[config.mk]
export PLATFORM = sky130hd
export DESIGN_NAME = serial_word_rx
export DESIGN_NICKNAME = d
export VERILOG_FILES = /design/src/rtl/serial_link_pkg.sv /design/src/rtl/sync_fifo.sv /design/src/rtl/serial_word_rx.sv
export SDC_FILE = /design/constraint.sdc
export NUM_CORES = 1
export LEC_CHECK = 0
export CAP_MARGIN = 25
export CELL_PAD_IN_SITES_DETAIL_PLACEMENT = 1
export CELL_PAD_IN_SITES_GLOBAL_PLACEMENT = 2
export CORE_UTILIZATION = 44
export CTS_BUF_LIST = sky130_fd_sc_hd__clkbuf_8
export DETAILED_ROUTE_END_ITERATION = 12
export MAX_ROUTING_LAYER = met4
export PLACE_DENSITY_LB_ADDON = 0.1
export SLEW_MARGIN = 20
export SYNTH_ARGS = -nofsm -noshare
export SYNTH_HDL_FRONTEND = slang
export SYNTH_HIERARCHICAL = 1
export SYNTH_SLANG_ARGS = --single-unit
[constraint.sdc]
create_clock -name clk_i -period 4 [get_ports clk_i]
set_input_delay 1.2 -clock clk_i [delete_from_list [all_inputs] [get_ports clk_i]]
set_output_delay 1.2 -clock clk_i [all_outputs]
set_load 0.02 [all_outputs]
[src/rtl/serial_link_pkg.sv]
// Framing definitions shared by the serial word transmitter and receiver so
// both ends of the link agree on word width and state encoding.
package serial_link_pkg;

    localparam int DEF_WIDTH = 10;

    typedef logic [DEF_WIDTH-1:0] word_t;

    typedef enum logic [1:0] {
        IDLE  = 2'd0,
        SHIFT = 2'd1,
        FLUSH = 2'd2
    } rx_state_e;

endpackage

[src/rtl/sync_fifo.sv]
// Single-clock FIFO with extra-MSB pointers and a registered head word, so the
// read data is a flop output that always reflects the current head entry.
module sync_fifo #(
    parameter int WIDTH = 10,
    parameter int DEPTH = 4
) (
    input  logic             clk,
    input  logic             rst,
    input  logic             wr_en,
    input  logic [WIDTH-1:0] wdata,
    input  logic             rd_en,
    output logic [WIDTH-1:0] rdata,
    output logic             full,
    output logic             empty
);

    localparam int AW = $clog2(DEPTH);

    logic [WIDTH-1:0] mem [DEPTH];
    logic [AW:0]      wr_ptr;
    logic [AW:0]      rd_ptr;
    logic [AW:0]      rd_ptr_nxt;
    logic [AW:0]      wr_ptr_nxt;

    assign rd_ptr_nxt = rd_ptr + {{AW{1'b0}}, rd_en};
    assign wr_ptr_nxt = wr_ptr + {{AW{1'b0}}, wr_en};
    assign empty      = (rd_ptr == wr_ptr);
    assign full       = (rd_ptr[AW] != wr_ptr[AW]) && (rd_ptr[AW-1:0] == wr_ptr[AW-1:0]);

    always_ff @(posedge clk) begin
        if (wr_en) begin
            mem[wr_ptr[AW-1:0]] <= wdata;
        end
    end

    // The head after this edge is either the word being written into an
    // otherwise-empty queue, or an entry already in memory; hold when empty.
    always_ff @(posedge clk or posedge rst) begin
        if (rst) begin
            wr_ptr <= '0;
            rd_ptr <= '0;
            rdata  <= '0;
        end else begin
            wr_ptr <= wr_ptr_nxt;
            rd_ptr <= rd_ptr_nxt;
            if (wr_en && (wr_ptr == rd_ptr_nxt)) begin
                rdata <= wdata;
            end else if (rd_ptr_nxt != wr_ptr) begin
                rdata <= mem[rd_ptr_nxt[AW-1:0]];
            end
        end
    end

endmodule

[src/rtl/serial_word_rx.sv]
// Deserializes LSB-first frames framed by an active-low strobe into words,
// flags short/long frames and queues good words behind a valid/ready FIFO.
module serial_word_rx
    import serial_link_pkg::*;
#(
    parameter int WIDTH      = DEF_WIDTH,
    parameter int FIFO_DEPTH = 4,
    parameter int CNT_W      = 16
) (
    input  logic             clk_i,
    input  logic             rst_i,
    input  logic             ena_i,
    input  logic             data_i,
    output logic [WIDTH-1:0] word_o,
    output logic             valid_o,
    input  logic             ready_i,
    output logic             frame_err_o,
    output logic             overflow_o,
    output logic [CNT_W-1:0] frame_cnt_o,
    output logic [1:0]       state_o
);

    localparam int         CW       = $clog2(WIDTH + 1);
    localparam logic [1:0] ST_IDLE  = IDLE;
    localparam logic [1:0] ST_SHIFT = SHIFT;
    localparam logic [1:0] ST_FLUSH = FLUSH;

    // Handshake: word_o is transferred on a rising edge where valid_o && ready_i;
    // valid_o never depends on ready_i and stays up until the transfer happens.

    logic [1:0]       state;
    logic [CW-1:0]    count;
    logic [WIDTH-1:0] sreg;
    logic             fresh;
    logic             push_q;
    logic [WIDTH-1:0] push_word;
    logic             err_det;
    logic             full;
    logic             empty;
    logic             pop;
    logic             accept;

    assign valid_o = ~empty;
    assign pop     = valid_o & ready_i;
    assign accept  = push_q & (~full | pop);
    assign state_o = state;

    sync_fifo #(
        .WIDTH (WIDTH),
        .DEPTH (FIFO_DEPTH)
    ) u_fifo (
        .clk   (clk_i),
        .rst   (rst_i),
        .wr_en (accept),
        .wdata (push_word),
        .rd_en (pop),
        .rdata (word_o),
        .full  (full),
        .empty (empty)
    );

    // fresh marks the first edge after reset: a strobe already low then belongs
    // to a frame whose head was lost, so it is flushed rather than shifted.
    always_ff @(posedge clk_i or posedge rst_i) begin
        if (rst_i) begin
            state       <= ST_IDLE;
            count       <= '0;
            sreg        <= '0;
            fresh       <= 1'b1;
            push_q      <= 1'b0;
            push_word   <= '0;
            err_det     <= 1'b0;
            frame_err_o <= 1'b0;
            overflow_o  <= 1'b0;
            frame_cnt_o <= '0;
        end else begin
            fresh       <= 1'b0;
            push_q      <= 1'b0;
            err_det     <= 1'b0;
            frame_err_o <= err_det;
            overflow_o  <= push_q & full & ~pop;
            if (accept) begin
                frame_cnt_o <= frame_cnt_o + CNT_W'(1);
            end
            case (state)
                ST_IDLE: begin
                    if (!ena_i) begin
                        if (fresh) begin
                            state <= ST_FLUSH;
                        end else begin
                            sreg[0] <= data_i;
                            count   <= CW'(1);
                            state   <= ST_SHIFT;
                        end
                    end
                end
                ST_SHIFT: begin
                    if (!ena_i) begin
                        if (count < CW'(WIDTH)) begin
                            sreg[count] <= data_i;
                            count       <= count + CW'(1);
                        end else begin
                            err_det <= 1'b1;
                            count   <= '0;
                            state   <= ST_FLUSH;
                        end
                    end else begin
                        if (count == CW'(WIDTH)) begin
                            push_q    <= 1'b1;
                            push_word <= sreg;
                        end else begin
                            err_det <= 1'b1;
                        end
                        count <= '0;
                        state <= ST_IDLE;
                    end
                end
                ST_FLUSH: begin
                    if (ena_i) begin
                        state <= ST_IDLE;
                    end
                end
                default: begin
                    state <= ST_IDLE;
                end
            endcase
        end
    end

endmodule

==> metrics.txt <==
most frequent cells in the layout dfrtp_1, edfxtp_1, clkdlybuf4s50_1; Pwr Density 535 nW/um^2; CP Data Required Time 4.25 ns; via count 2316; outcome completed; Crit Path Class primary input to flop; Slew @ Worst Pin 0.805 ns; post-synthesis sequential area ratio 0.638; total of max-cap violations 0; Num CTS Buffers 9; final RePlAce weighted congestion 0.737; VDD IR max 0.000278 V; total gr overflow 0; Starting Density 0.463; drt first pass iters 4; Mapped Avg Cell Area 15.8 um^2; Cell Area, Synth 4360 um^2; Mapped Cells 276; CORE AREA 9420 um^2; HP Class flop to flop; root buffer cell clkbuf_8; die height 102 um; postcts setup bufs 0; Total GRT Usage 0.177; worst skew pair latency 0.36 ns; Port Buffers 35; Power Total 2.73 mW; clock tree from TritonCTS yes; Avg Vias per Cell 5.11; # nets final 333; area of the multi-input gates 1500 um^2; Worst R2R End u_fifo/rdata[7]; Max-slew headroom 0.463; skew final 0.00964 ns; syn nets 290; Post-synth EDFFs 40; DIE AREA 10300 um^2; pin count of the biggest net entering global routing 48; Max Clk Rate 307 MHz; Slew Viols, Final 0; Worst Setup EP u_fifo/rdata[7]; worst r2r src u_fifo/wr_ptr[1]; min Tclk post-route 3.26 ns; Synth Warn # 6; Synth Area in Compound Gates 0.0244; flops & latches, synth 103; hold_buf cts 0; commonest non-fill, non-tap cell in the layout dfrtp_1; Resized Gates After CTS 0; share of post-route cells with drive strength above 1 0.222; fillcell total 904; RSZ-0062 raised after global routing no; total clock sinks 103; post-synthesis mux area share 0.161; initial antenna violation count 0; Die Wd 102 um; startpoint types primary input; total leakage power 2.17 nW; Routed WL 7710 um; Ports 36; area delta synth->final 17.2%; DR iter-0 viols 54; Post-synth top flop dfrtp_1; Worst setup EP type flop; Worst Path Max Fanout 12; htree depth 3; critical path arrival 3.51 ns; Sum Neg Setup Slack 0 ns; asr flop ratio synth 0.612; largest family of logic cells by synthesized area multiplexers; synth unique cells 46; Post-DP HPWL 5430 um; final clock period utilization by the worst path 0.815; Setup violations, final 0; Worst-path clk slew 0.10 ns; flop2flop setup slack 1.00 ns; Post-Synth Simple-Gate Area 0.0813; first-pass GRT wire length 13100 um; Final Hold Fails 0; FF-to-FF path depth 10; DRC 0; vias in the first global route 2432; Setup crit start ready_i; antenna-violating nets left 0; WL/cell 17.0 um; CTS max path bufs 2; Adder-Cell Fraction of Synth Area 0.0258; FF/Latch Area 2780 um^2; Site Rows 35; antenna cells 0; post-synthesis xor/xnor area fraction 0.0511
==> metal layers <==
layer	routed length (um)	vias up	share of wire	GRT usage
li1	-	1091	-	-
met1	3660	1186	0.47	0.232
met2	3760	29	0.49	0.272
met3	188	10	0.024	0.0435
met4	99	0	0.013	0.0569
met5	0	-	0	-
==> synthesized netlist by cell type, types with 2 or more instances <==
library cell,instances,share of area
a211oi_2,2,0.0057
a21oi_1,4,0.0046
and2_1,2,0.0029
and3_1,4,0.0057
buf_4,2,0.0034
buf_6,2,0.0052
clkbuf_1,2,0.0017
dfrtp_1,62,0.36
edfxtp_1,40,0.28
ha_1,9,0.026
inv_1,8,0.0069
mux2_1,11,0.028
mux2_2,30,0.078
mux4_2,9,0.047
nand2_1,16,0.014
nand2b_1,3,0.0043
nand3_1,10,0.011
nand4_1,6,0.0086
nor2_1,7,0.0060
o21ai_0,2,0.0023
xnor2_1,16,0.032
xor2_1,5,0.010
==> registers in the layout, indices dropped and copies added (netlist names) <==
signal         count
u_fifo/mem        40
frame_cnt_o       16
push_word         10
sreg              10
u_fifo/rdata      10
count              4
u_fifo/rd_ptr      3
u_fifo/wr_ptr      3
state_o            2
err_det            1
frame_err_o        1
fresh              1
overflow_o         1
push_q             1
==> worst max-delay path: stages <==
cell,delay (ns)
clkdlybuf4s50_1,0.40
nand2b_1,0.22
inv_1,0.09
ha_1,0.21
ha_1,0.49
xnor2_1,0.35
nand3_4,0.22
mux2_2,0.32
==> worst min-delay path by stage <==
stage / end / depth (start not counted) / slack [ns] / from
4_1_cts: frame_err_o / 0 / 0.36 / err_det
3_3_place_gp: frame_err_o / 0 / 0.34 / err_det
3_5_place_dp: frame_err_o / 0 / 0.34 / err_det
2_1_floorplan: frame_err_o / 0 / 0.33 / err_det
6_report: frame_err_o / 0 / 0.36 / err_det
5_1_grt: frame_err_o / 0 / 0.37 / err_det
==> cell families (layout without fill, tap and decap cells) <==
logic type | count (synthesis) | count (layout)
AOI/OAI and AO/OA | 14 | 14
adders and majority gates | 9 | 9
xor gates and xnor gates | 23 | 23
buffers and inverters | 15 | 63
other | 1 | 1
and+or+nand+nor | 59 | 59
muxes | 52 | 52
DFF | 103 | 103
==> power by group <==
part           switching, mW  internal, mW  total [mW]
clock network          0.347         0.418       0.765
logic                  0.358         0.354       0.712
registers             0.0727          1.18        1.25
==> stage by stage <==
step                      utilization  setup slack, ns  cells  cell area (um^2)  hold WS [ns]
final                           0.542            0.740    453              5110         0.358
after global routing            0.542            0.609    453              5110         0.372
after CTS                       0.542            0.716    453              5110         0.363
after detailed placement        0.517            0.326    437              4860         0.337
after global placement          0.517            0.387    437              4860         0.336
after floorplan                     -            0.676    276              4360         0.331
==> final cells by class <==
| type | count | area share |
|---|---|---|
| sequential | 103 | 0.544 |
| multi-input combinational | 158 | 0.294 |
| timing repair buffer | 39 | 0.0769 |
| tap | 129 | 0.0316 |
| clock buffer | 9 | 0.0243 |
| clock inverter | 7 | 0.0233 |
| inverter | 8 | 0.00612 |
Power figures use the tool's default switching activity.
